### src/rtl/sipo_decoder_if.sv
// Handshake and serial-link bundle for sipo_decoder.
// The slave modport is the receiver side; the master modport is the link driver and output consumer.
interface sipo_decoder_if #(
    parameter int WIDTH = 32
);
    logic             serial_in;
    logic             dt_in;
    logic             out_ready;
    logic [WIDTH-1:0] parallel_out;
    logic             out_valid;
    logic             busy;
    logic             frame_error;
    logic             overrun;

    modport master (
        output serial_in, dt_in, out_ready,
        input  parallel_out, out_valid, busy, frame_error, overrun
    );

    modport slave (
        input  serial_in, dt_in, out_ready,
        output parallel_out, out_valid, busy, frame_error, overrun
    );
endinterface

### src/rtl/sipo_decoder.sv
// LSB-first serial-to-parallel receiver with a valid/ready output stage.
// It flags frames that are cut short and words that complete while the held word is still pending.
module sipo_decoder #(
    parameter int WIDTH = 32
) (
    input  logic          clk,
    input  logic          reset,
    sipo_decoder_if.slave bus
);
    localparam int            CW       = $clog2(WIDTH + 1);
    localparam logic [CW-1:0] LAST_IDX = CW'(WIDTH - 1);

    typedef enum logic [1:0] {
        IDLE  = 2'd0,
        SHIFT = 2'd1,
        DRAIN = 2'd2
    } state_t;

    state_t           state_r, state_s;
    logic [CW-1:0]    cnt_r, cnt_s;
    logic [WIDTH-1:0] shift_r, shift_s;
    logic [WIDTH-1:0] word_s;
    logic [WIDTH-1:0] parallel_r, parallel_s;
    logic             valid_r, valid_s;
    logic             busy_r;
    logic             ferr_r, ferr_s;
    logic             ovr_r, ovr_s;
    logic             complete_s;

    // Frame FSM: next state, bit counter and shift register.
    always_comb begin
        state_s    = state_r;
        cnt_s      = cnt_r;
        shift_s    = shift_r;
        ferr_s     = 1'b0;
        complete_s = 1'b0;
        word_s     = shift_r;
        word_s[WIDTH-1] = bus.serial_in;

        case (state_r)
            IDLE: begin
                if (bus.dt_in) begin
                    shift_s    = {WIDTH{1'b0}};
                    shift_s[0] = bus.serial_in;
                    cnt_s      = CW'(1);
                    state_s    = SHIFT;
                end else begin
                    state_s = IDLE;
                end
            end
            SHIFT: begin
                if (bus.dt_in) begin
                    for (int i = 0; i < WIDTH; i++) begin
                        if (cnt_r == CW'(i)) begin
                            shift_s[i] = bus.serial_in;
                        end else begin
                            shift_s[i] = shift_r[i];
                        end
                    end
                    if (cnt_r == LAST_IDX) begin
                        complete_s = 1'b1;
                        cnt_s      = {CW{1'b0}};
                        state_s    = DRAIN;
                    end else begin
                        cnt_s   = cnt_r + CW'(1);
                        state_s = SHIFT;
                    end
                end else begin
                    // Strobe dropped mid-word: discard the partial word so no stale bits leak into the next frame.
                    ferr_s  = 1'b1;
                    cnt_s   = {CW{1'b0}};
                    shift_s = {WIDTH{1'b0}};
                    state_s = IDLE;
                end
            end
            DRAIN: begin
                // The transmitter keeps its strobe high for trailing cycles; wait for it to fall.
                if (bus.dt_in) begin
                    state_s = DRAIN;
                end else begin
                    state_s = IDLE;
                end
            end
            default: begin
                state_s = IDLE;
                cnt_s   = {CW{1'b0}};
                shift_s = {WIDTH{1'b0}};
            end
        endcase
    end

    // Output holding register: load on completion, clear on consumption, flag overrun.
    always_comb begin
        parallel_s = parallel_r;
        valid_s    = valid_r;
        ovr_s      = 1'b0;

        if (complete_s) begin
            if (!valid_r || bus.out_ready) begin
                parallel_s = word_s;
                valid_s    = 1'b1;
            end else begin
                ovr_s = 1'b1;
            end
        end else if (valid_r && bus.out_ready) begin
            valid_s = 1'b0;
        end else begin
            valid_s = valid_r;
        end
    end

    // State and output registers with asynchronous reset.
    always_ff @(posedge clk or posedge reset) begin
        if (reset) begin
            state_r    <= IDLE;
            cnt_r      <= {CW{1'b0}};
            shift_r    <= {WIDTH{1'b0}};
            parallel_r <= {WIDTH{1'b0}};
            valid_r    <= 1'b0;
            busy_r     <= 1'b0;
            ferr_r     <= 1'b0;
            ovr_r      <= 1'b0;
        end else begin
            state_r    <= state_s;
            cnt_r      <= cnt_s;
            shift_r    <= shift_s;
            parallel_r <= parallel_s;
            valid_r    <= valid_s;
            busy_r     <= (state_s == SHIFT);
            ferr_r     <= ferr_s;
            ovr_r      <= ovr_s;
        end
    end

    assign bus.parallel_out = parallel_r;
    assign bus.out_valid    = valid_r;
    assign bus.busy         = busy_r;
    assign bus.frame_error  = ferr_r;
    assign bus.overrun      = ovr_r;
endmodule
### src/flat_wrapper.sv
// flat-port wrapper written by rule: the top's interface ports become plain ports
module sipo_decoder_flat 
#(
    parameter int WIDTH = 32
)
  (clk, reset, bus_serial_in, bus_dt_in, bus_out_ready, bus_parallel_out, bus_out_valid, bus_busy, bus_frame_error, bus_overrun);
  sipo_decoder_if #(.WIDTH(WIDTH)) bus_i ();
  input  logic clk;
  input  logic reset;
  input wire logic [$bits(bus_i.serial_in)-1:0] bus_serial_in;
  input wire logic [$bits(bus_i.dt_in)-1:0] bus_dt_in;
  input wire logic [$bits(bus_i.out_ready)-1:0] bus_out_ready;
  output wire logic [$bits(bus_i.parallel_out)-1:0] bus_parallel_out;
  output wire logic [$bits(bus_i.out_valid)-1:0] bus_out_valid;
  output wire logic [$bits(bus_i.busy)-1:0] bus_busy;
  output wire logic [$bits(bus_i.frame_error)-1:0] bus_frame_error;
  output wire logic [$bits(bus_i.overrun)-1:0] bus_overrun;
  assign bus_i.serial_in = bus_serial_in;
  assign bus_i.dt_in = bus_dt_in;
  assign bus_i.out_ready = bus_out_ready;
  assign bus_parallel_out = bus_i.parallel_out;
  assign bus_out_valid = bus_i.out_valid;
  assign bus_busy = bus_i.busy;
  assign bus_frame_error = bus_i.frame_error;
  assign bus_overrun = bus_i.overrun;
  sipo_decoder #(.WIDTH(WIDTH)) u_core (.clk(clk), .reset(reset), .bus(bus_i));
endmodule
### config.mk
export PLATFORM = sky130hd
export DESIGN_NAME = sipo_decoder_flat
export DESIGN_NICKNAME = d
export VERILOG_FILES = /design/src/rtl/sipo_decoder_if.sv /design/src/rtl/sipo_decoder.sv /design/src/flat_wrapper.sv
export SDC_FILE = /design/constraint.sdc
export NUM_CORES = 1
export LEC_CHECK = 0
export CORE_MARGIN = 4
export CORE_UTILIZATION = 55
export DETAILED_ROUTE_END_ITERATION = 10
export HOLD_SLACK_MARGIN = 0.02
export PLACE_DENSITY = 0.78
export SETUP_SLACK_MARGIN = 0.15
export SLEW_MARGIN = 20
export SYNTH_ARGS = -nofsm -noshare
export SYNTH_HDL_FRONTEND = slang
export SYNTH_SLANG_ARGS = --single-unit
export TNS_END_PERCENT = 100
### constraint.sdc
create_clock -name clk -period 5.1 [get_ports clk]
set_input_delay 0.51 -clock clk [delete_from_list [all_inputs] [get_ports clk]]
set_output_delay 0.51 -clock clk [all_outputs]
set_load 0.005 [all_outputs]
Yosys cells after proc, flatten, opt, wreduce, memory -nomap -nowiden --
Cells that the tools add are included.
Word-level totals: output and inout port bits 36, input bits 5, logic and storage cells 200, flip-flop bits (word level) 75
Cells by class: reductions and logical operators 40, equal/unequal tests 67, multiplexer cells 53, bitwise logic cells 1, add/sub/neg operators 1
Operators by type and width (count):
- == test 6 x 5 -> 1 bit, second input constant | 16
- inequality test 3 x 2 -> 1 bit, second input constant | 31
- case mux 31 bit (3 select lines) | 1
- AND reduction 3 bit | 31
- 2-to-1 mux 31 bit | 2
- == test 6 x 4 -> 1 bit, second input constant | 8
- 2-to-1 mux 1 bit | 42
- == test 6 x 3 -> 1 bit, second input constant | 4
- 2-to-1 mux 6 bit | 3
- case mux 6 bit (3 select lines) | 1
- == test 6 x 2 -> 1 bit, second input constant | 2
- adder 6 x 1 -> 6 bit, second input constant | 1
- == test 6 x 1 -> 1 bit, second input constant | 1
- zero test 6 bit | 1
- 2-to-1 mux 2 bit | 3
- case mux 2 bit (3 select lines) | 1
- AND reduction 2 bit | 3
- == test 2 x 1 -> 1 bit, second input constant | 2
- inequality test 2 bit, second input constant | 2
- == test 2 bit, second input constant | 1
- zero test 2 bit | 1
- nonzero test 2 bit | 1
- logical AND 1 bit | 1
- zero test 1 bit | 1
- 2 further kinds | 2

Depth between registers and ports, before layout --
Gate-level depths: netlist (run 1).
word-level depth 6, gate-level depth with buffers 6, mapped depth without buffers 5

Least setup slack after synthesis (run 1) --
No wires, ideal clock.
kind register -> register, start register u_core.cnt_r[1], end register u_core.parallel_r[0] (netlist: u_core.bus.parallel_out[0]), setup slack 3.362 ns, arrival time 1.613 ns, library setup time 0.125 ns, path buffers 2, cell stages (with the launch flop) 7, cell sequence dfrtp_1 ha_1 and3b_1 and4_4 buf_6 buf_12 mux2_4
Between the ends: cells in the longest elaborated chain, start to end 5
Ends and longest elaborated chain:
- start, declared | line sipo_decoder.sv:20 | logic [CW-1:0] cnt_r, cnt_s;
- start signal, assigned | line sipo_decoder.sv:116 | cnt_r <= {CW{1'b0}};
- start signal, assigned | line sipo_decoder.sv:125 | cnt_r <= cnt_s;
- == test 6 x 5 -> 1 bit
- 2-to-1 mux 1 bit | line sipo_decoder.sv:60 | if (cnt_r == LAST_IDX) begin
- 2-to-1 mux 1 bit | line sipo_decoder.sv:52 | if (bus.dt_in) begin
- 2-to-1 mux 1 bit | line sipo_decoder.sv:40 | case (state_r)
- AND reduction 2 bit (no source line)
- end signal, assigned | line sipo_decoder.sv:118 | parallel_r <= {WIDTH{1'b0}};
- end signal, assigned | line sipo_decoder.sv:127 | parallel_r <= parallel_s;
- end, declared | line sipo_decoder.sv:23 | logic [WIDTH-1:0] parallel_r, parallel_s;
No other way between the ends. A chain may end at the register's enable or synchronous reset.

Worst setup path after layout (run 1) --
start register u_core.cnt_r[1], end register u_core.parallel_r[2] (netlist: u_core.bus.parallel_out[2])
Same word-level chain as after synthesis.

==> impl_metrics.toml, run 1 <==
[cts]
hold_buffers = 0
clock_latency_ns = 0.35
cts_root_buffer = "clkbuf_8"
clk_path_buf_depth = 2
tritoncts = "built"
cts_setup_buffers = 0
numCtsBuffers = 9
htreeDepth = 3
cts_resized = 0
cts.clk_slew.worst_paths_ns = 0.08
cts_sinks = 75

[pwr]
p_per_area_nw_per_um2 = 298
vdd_drop_max_uv = 271
swShare_pct = 23.2
power.switching_w = 0.000287
p_leak_nw = 1.79
power.share.clock_pct = 43.0
seq_power_share_pct = 49.5
intPower_w = 0.000950
p_comb_share_pct = 7.5

[sta]
hold_viol_final = 0
max_freq_mhz = 392
skew_ns = 0.0106
relSlewSlack_pct = 35.8
rsz0062_at_grt = "no"
setup_viol = 0
slew_violations = 0
fin_crit_ns = 2.55
fin_tns_setup_ns = 0
hold-worst-slack_ns = 0.492
worst_pin_slew_ns = 0.956
fin_crit_sh_pct = 50.0

[run]
max_cap_viol_count = 0

[synthesis]
synth_area_sq_um = 3570
yosysSeqAreaShare_pct = 52.5
synth_seq_cells = 75
ys_types = 42
synth_warnings = 0
syn_inst = 268
syn_area_per_cell_sq_um = 13.3
synth_fp_nets = 277

[global_routing]
grt_pass1_vias = 2403
antenna_found_initial = 0
grt.total_usage_pct = 20.8
grt_pass1_wl_um = 12400
grt_max_degree = 58
grt-ovfl-total = 0

[routing]
drt_wl_total_um = 7300
drt_pass1_iterations = 4
wl_per_cell_um = 19.6
routed_via_density = 6.25
drc = 0
vias = 2331
drtIter0Drc = 200
postRouteAntennaNets = 0

[worst_setup_path]
cp_data_arrival_time_ns = 2.78
path_cells = "ha_1 > and3b_1 > and4_4 > mux2_1"
cp_slowest_cell = "and4_4"
end_kind = "register"
path_class = "reg -> reg"
cp-start-kind = "register"
critPathMaxStageDelay_ns = 0.71
r2r-start = "u_core.cnt_r[1]"
cp-startpoint = "u_core.cnt_r[1]"
critPathMaxFanout = 32
cp.required_ns = 5.33

[min_path]
hold_start = "u_core.bus.parallel_out[28]"
hp-class = "reg -> reg"

[die]
initial_utilization_pct = 56.6
die_area_sq_um = 7850
io_pins = 41
num_rows = 29
core_sq_um = 6310
die_y_um = 88.6
die_x_um = 88.6

[final_layout]
syn_to_final_growth_pct = 16.1
drive_gt1_share_pct = 19.3
stdcell_count = 373
num_antenna_cells = 0
nets = 301

[placed_design]
placedCellCount = 358
place_congestion = 0.856
port_buffers = 40
hpwl_um = 4660

[run_status]
outcome = "completed"
-- metal layers --
layer,vias to the layer above,wire [um],track usage (%)
met2,83,3390,29.8
met5,-,0,0
met3,13,413,4.10
li1,1081,-,-
met4,0,147,11.5
met1,1154,3350,29.8
-- synth_stat cells, drive strengths merged --
| master | number | area, sq um |
|---|---|---|
| mux2i | 1 | 10.0 |
| nor3 | 2 | 10.0 |
| and3 | 3 | 18.8 |
| ha | 4 | 50.1 |
| inv | 5 | 18.8 |
| o21ai | 2 | 10.0 |
| mux2 | 32 | 473 |
| nor2 | 4 | 17.5 |
| a221o | 1 | 10.0 |
| nand2 | 6 | 22.5 |
| dfrtp | 75 | 1880 |
| o32a | 1 | 10.0 |
| and3b | 5 | 43.8 |
| o22a | 1 | 8.76 |
| a21o | 1 | 7.51 |
| o311a | 1 | 10.0 |
| a41oi | 1 | 8.76 |
| a211o | 1 | 8.76 |
| and4 | 1 | 11.3 |
| buf | 23 | 168 |
| clkbuf | 7 | 30.0 |
| o21a | 1 | 7.51 |
| nand3b | 2 | 15.0 |
| nand4 | 1 | 6.26 |
| a22oi | 1 | 7.51 |
| xnor2 | 1 | 8.76 |
| o211ai | 31 | 233 |
| nor4 | 1 | 6.26 |
| nor3b | 4 | 50.1 |
| a31oi | 5 | 31.3 |
| and2 | 1 | 8.76 |
| nor2b | 4 | 25.0 |
| nand2b | 5 | 31.3 |
| a32o | 30 | 300 |
| nand3 | 4 | 20.0 |
-- path summary, 6_finish.rpt --
check                                                   end  slack (ns)  cells after the start
min in group asynchronous       u_core.bus.parallel_out[14]        0.63                      2
worst min register to register  u_core.bus.parallel_out[28]        0.49                      1
worst min-delay path            u_core.bus.parallel_out[28]        0.49                      1
worst max register to register   u_core.bus.parallel_out[2]        2.55                      4
max in group asynchronous                u_core.shift_r[25]        3.72                      3
worst max-delay path             u_core.bus.parallel_out[2]        2.55                      4
-- kinds of logic (layout without fill, tap and decap cells) --
| group | count (synthesis) | count (layout) | share of synthesized area (%) |
|---|---|---|---|
| flops | 75 | 75 | 52.5 |
| mux | 33 | 33 | 13.5 |
| simple gates | 43 | 43 | 8.02 |
| buf+inv | 35 | 63 | 6.06 |
| compound gates | 77 | 77 | 18.3 |
| fa+ha+maj | 4 | 4 | 1.40 |
| xor+xnor | 1 | 1 | 0.245 |
-- worst max-delay path: cells and delay by family (launching register included) --
family | cells | cell delay, ns
muxes | 1 | 0.38
adders and majority gates | 1 | 0.35
DFF | 1 | 0.47
and+or+nand+nor | 2 | 1.22
-- state kept, by name (all words and copies together) (netlist names) --
name and cells:
u_core.state_r 2, u_core.cnt_r 6, u_core.bus.busy 1, u_core.bus.out_valid 1
u_core.shift_r 31, u_core.bus.frame_error 1, u_core.bus.overrun 1, u_core.bus.parallel_out 32
-- area by class of cell --
| class | instances | area (sq um) |
|---|---|---|
| Tap cell | 77 | 96.3 |
| Timing Repair Buffer | 43 | 423 |
| Sequential cell | 75 | 1880 |
| Fill cell | 475 | 2160 |
| Clock buffer | 10 | 128 |
| Inverter | 5 | 21.3 |
| Multi-Input combinational cell | 158 | 1500 |
| Clock inverter | 5 | 103 |
-- cell usage in the layout, fill, tap and decap left out, types with 4 or more instances in the layout --
cell type / instances
mux2_4: 30
ha_1: 4
a32o_1: 30
clkbuf_8: 9
nor3b_2: 4
dfrtp_1: 75
clkdlybuf4s50_1: 40
and3b_1: 5
nand2_1: 6
nand3_1: 4
inv_1: 4
o211ai_1: 31
nand2b_1: 5
a31oi_1: 5
-- power groups by stage --
stage / clock network, W / registers [W] / logic, W
final: 0.000532 / 0.000613 / 0.0000922
after global routing: 0.000574 / 0.000613 / 0.000104
after CTS: 0.000542 / 0.000612 / 0.0000925
after detailed placement: 0 / 0.000624 / 0.0000920
after global placement: 0 / 0.000623 / 0.0000882
after floorplan: 0 / 0.000620 / 0.0000677
-- metrics by stage --
stage | utilization [%] | setup slack (ns) | power (W) | instance area (sq um)
after floorplan | - | 2.68 | 0.000687 | 3570
final | 65.7 | 2.55 | 0.00124 | 4150
after detailed placement | 62.1 | 2.36 | 0.000716 | 3920
after CTS | 65.7 | 2.58 | 0.00125 | 4150
after global placement | 61.9 | 2.25 | 0.000711 | 3910
after global routing | 65.7 | 2.43 | 0.00129 | 4150
No activity file was read; power rests on OpenSTA's default activity.
==> run 2: changes to the inputs <==
- clock period: 5.1 -> 2.4 ns (I/O delays scaled with it)
==> run 2 against run 1 <==
- clock power grew 90%
- power grew 100%
- final cell count grew 3.2%
- sequential cell count is the same
- critical endpoint is now u_core.bus.parallel_out[28]
- first-iteration DRC count shrank 22%
- clock skew shrank 0.0011 ns
- die area is the same
==> impl_metrics.toml, run 2 (same netlist as run 1, synthesis figures left out) <==
[cts]
cts_root_buffer = "clkbuf_8"
clock_latency_ns = 0.35
cts_setup_buffers = 0
htreeDepth = 3
clk_path_buf_depth = 2
numCtsBuffers = 9
cts.clk_slew.worst_paths_ns = 0.08
tritoncts = "built"
cts_sinks = 75
cts_resized = 0
hold_buffers = 0

[pwr]
p_per_area_nw_per_um2 = 594
p_leak_nw = 1.84
power.total_w = 0.00251
vdd_drop_max_uv = 414

[worst_setup_path]
cp.required_ns = 2.63
critPathMaxFanout = 18
cp_data_arrival_time_ns = 2.27
cp-start-kind = "register"
path_class = "reg -> reg"
end_kind = "register"

[sta]
fin_ws_ns = 0.359
fin_crit_ns = 2.04
max_freq_mhz = 490
fin_crit_sh_pct = 85.0
rsz0062_at_grt = "no"
worst_pin_slew_ns = 0.953
slew_violations = 0
skew_ns = 0.00951
hold-worst-slack_ns = 0.292
setup_viol = 0
relSlewSlack_pct = 36.2
hold_viol_final = 0
fin_tns_setup_ns = 0

[die]
io_pins = 41
initial_utilization_pct = 56.6
die_x_um = 88.6
die_y_um = 88.6
num_rows = 29
die_area_sq_um = 7850
core_sq_um = 6310

[global_routing]
grt_pass1_vias = 2342
grt-ovfl-total = 0
grt_max_degree = 76
antenna_found_initial = 0
grt_pass1_wl_um = 12200
grt.total_usage_pct = 20.5

[routing]
drtIter0Drc = 156
routed_via_density = 6.22
wl_per_cell_um = 18.8
drc = 0
drt_pass1_iterations = 5
postRouteAntennaNets = 0
vias = 2395
drt_wl_total_um = 7240

[placed_design]
placedCellCount = 369
pre_cts_ws_ns = 0.271
port_buffers = 40
place_congestion = 0.800
hpwl_um = 4790

[final_layout]
nets = 312
layout_common_cells = "dfrtp_1 (75), clkdlybuf4s50_1 (40), o211ai_1 (31)"
layout_commonest_cell = "dfrtp_1"
syn_to_final_growth_pct = 18.2
drive_gt1_share_pct = 22.7
largest_reg_flops = 32
num_antenna_cells = 0
stdcell_count = 385

[run_status]
outcome = "completed"

[min_path]
hp-class = "in -> async"

[run]
max_cap_viol_count = 0
==> run 2: cell count changes in the layout (fill, tap and decap cells not counted), moves of 2 or more <==
cell | before | now
buf_12 | 0 | 2
buf_4 | 3 | 12
clkbuf_8 | 9 | 11
bufinv_16 | 3 | 1
clkinvlp_4 | 1 | 3
==> run 2: worst paths after layout <==
check / slack (ns) / cells past startpoint / to / startpoint
setup / recovery: 0.36 / 5 / u_core.bus.parallel_out[28] / u_core.cnt_r[1]
hold / removal: 0.29 / 3 / u_core.bus.parallel_out[26] / reset
setup reg to reg: 0.36 / 5 / u_core.bus.parallel_out[28] / u_core.cnt_r[1]
hold reg to reg: 0.51 / 1 / u_core.bus.parallel_out[22] / u_core.shift_r[22]
max in group asynchronous: 1.81 / 3 / u_core.shift_r[17] / reset
min in group clk: 0.51 / 1 / u_core.bus.parallel_out[22] / u_core.shift_r[22]
==> run 2: critical path: stages (launching register included) <==
cell     delay [ns]
dfrtp_1        0.45
ha_1           0.31
and3b_1        0.24
and4_4         0.37
buf_12         0.21
mux2_1         0.33
==> run 2: metal layers <==
metal | vias up | GRT usage [%] | share of wire [%]
met3 | 11 | 5.12 | 6.4
met5 | - | 0 | 0
met2 | 85 | 30.1 | 45
li1 | 1102 | - | -
met4 | 0 | 8.52 | 1.8
met1 | 1197 | 29.0 | 47
==> run 2: through the flow <==
stage	area, sq um	utilization (%)
after CTS	4230	66.9
after global placement	4010	63.6
after floorplan	3570	-
after global routing	4230	66.9
after detailed placement	4010	63.6
final	4230	66.9
==> run 2: area by class of cell <==
| cell class | count | area [sq um] |
|---|---|---|
| clock buffer | 11 | 151 |
| sequential | 75 | 1880 |
| tap | 77 | 96.3 |
| timing repair buffer | 54 | 531 |
| multi-input combinational | 158 | 1490 |
| clock inverter | 5 | 61.3 |
| fill | 456 | 2090 |
| inverter | 5 | 18.8 |
==> run 2: where the power goes <==
group	switching [W]	internal, W	leakage, nW
clock network	0.000470	0.000538	0.0978
logic	0.000136	0.0000649	0.707
registers	0.0000231	0.00128	1.04
==> run 3: changes to the inputs <==
- CORE_UTILIZATION: 55 -> 56
- PLACE_DENSITY: 0.78 -> 0.8
==> run 3 against run 2 <==
- clock skew decreased by 0.0037 ns
- register-to-register slack got worse by 0.02 ns
- final cell count did not move
==> impl_metrics.toml, run 3 (same netlist as run 1, synthesis figures left out) <==
[sta]
skew_ns = 0.00585
max_freq_mhz = 486
fin_crit_sh_pct = 85.8
fin_tns_setup_ns = 0
setup_viol = 0
worst_pin_slew_ns = 0.563
slew_violations = 0
fin_ws_ns = 0.342
relSlewSlack_pct = 62.3
fin_crit_ns = 2.06
hold_viol_final = 0
rsz0062_at_grt = "no"

[die]
die_y_um = 87.9
die_x_um = 87.9
core_sq_um = 6060
num_rows = 28
die_area_sq_um = 7730
initial_utilization_pct = 59.0
io_pins = 41

[routing]
vias = 2396
postRouteAntennaNets = 0
wl_per_cell_um = 19.5
routed_via_density = 6.22
drc = 0
drt_wl_total_um = 7510
drt_pass1_iterations = 4
drtIter0Drc = 205

[worst_setup_path]
critPathMaxStageDelay_ns = 0.47
r2r-start = "u_core.cnt_r[1]"
path_cells = "ha_1 > and3b_1 > and4_4 > buf_12 > mux2_1"
path_class = "reg -> reg"
reg2regPathDepth = 5
end_kind = "register"
cp.required_ns = 2.64
cp-start-kind = "register"
critPathMaxFanout = 24
cp_slowest_cell = "dfrtp_1"
reg2reg_to = "u_core.bus.parallel_out[28]"
cp_data_arrival_time_ns = 2.30
regToRegSetupSlack_ns = 0.34

[placed_design]
placedCellCount = 369
hpwl_um = 5070
place_congestion = 0.837
port_buffers = 40
placed_cell_area_sq_um = 4030
pre_cts_ws_ns = 0.399

[final_layout]
stdcell_count = 385
layout_commonest_cell = "dfrtp_1"
layout_common_cells = "dfrtp_1 (75), clkdlybuf4s50_1 (40), o211ai_1 (31)"
syn_to_final_growth_pct = 18.1
num_antenna_cells = 0
nets = 314
stdcell_area_sq_um = 4220
largest_reg_flops = 32
drive_gt1_share_pct = 22.9

[cts]
clock_latency_ns = 0.35
cts_setup_buffers = 0
htreeDepth = 3
tritoncts = "built"
hold_buffers = 0
cts_sinks = 75
clk_path_buf_depth = 2
cts_resized = 0
numCtsBuffers = 9
cts_root_buffer = "clkbuf_8"
cts.clk_slew.worst_paths_ns = 0.07

[run]
max_cap_viol_count = 0

[global_routing]
antenna_found_initial = 0
grt-ovfl-total = 0
grt.total_usage_pct = 21.8
grt_max_degree = 43
grt_pass1_vias = 2454
grt_pass1_wl_um = 12500

[pwr]
vdd_drop_max_uv = 428
p_per_area_nw_per_um2 = 589
p_leak_nw = 1.85

[min_path]
hp-class = "in -> async"

[run_status]
outcome = "completed"
==> run 3: metrics by stage <==
stage	util [%]	hold WS [ns]	total power, W
after floorplan	-	0.306	0.00146
after global placement	66.4	0.469	0.00153
after detailed placement	66.4	0.474	0.00154
after CTS	69.6	0.200	0.00250
after global routing	69.6	0.225	0.00258
final	69.6	0.198	0.00249
==> run 3: power by group <==
part / internal, W / leakage (nW) / switching, W / total, W
Clock: 0.000503 / 0.0991 / 0.000462 / 0.000965
Sequential: 0.00128 / 1.04 / 0.0000230 / 0.00130
Combinational: 0.0000737 / 0.716 / 0.000144 / 0.000218
Total: 0.00186 / 1.85 / 0.000629 / 0.00249
==> run 3: worst max path at each step <==
stage | from | end | slack (ns) | depth (start not counted)
after floorplan | reset | u_core.bus.busy | 0.25 | 1
after global placement | bus_dt_in | u_core.bus.parallel_out[28] | 0.44 | 5
after detailed placement | bus_dt_in | u_core.bus.parallel_out[2] | 0.40 | 5
after CTS | u_core.cnt_r[1] | u_core.bus.parallel_out[2] | 0.38 | 5
after global routing | u_core.cnt_r[0] | u_core.bus.parallel_out[28] | 0.24 | 5
final | u_core.cnt_r[1] | u_core.bus.parallel_out[28] | 0.34 | 5
==> run 3: worst max-delay path, delay by kind of cell, from the launching register on <==
kind / cells / cell delay, ns
and+or+nand+nor: 2 / 0.58
DFF: 1 / 0.47
muxes: 1 / 0.34
adders and majority gates: 1 / 0.33
buffers and inverters: 1 / 0.21
==> run 3: final cells by class <==
| cell class | instances | area, sq um |
|---|---|---|
| Fill cell | 418 | 1840 |
| Clock inverter | 5 | 52.6 |
| Clock buffer | 11 | 141 |
| Timing Repair Buffer | 56 | 546 |
| Inverter | 5 | 18.8 |
| Sequential cell | 75 | 1880 |
| Tap cell | 75 | 93.8 |
| Multi-Input combinational cell | 158 | 1490 |
==> run 3: layer usage <==
metal	vias to the layer above	GRT usage (%)	wire (um)
met5	-	0	0
met4	0	12.4	205
met3	19	4.05	364
met2	80	33.6	3630
met1	1201	28.9	3310
li1	1096	-	-
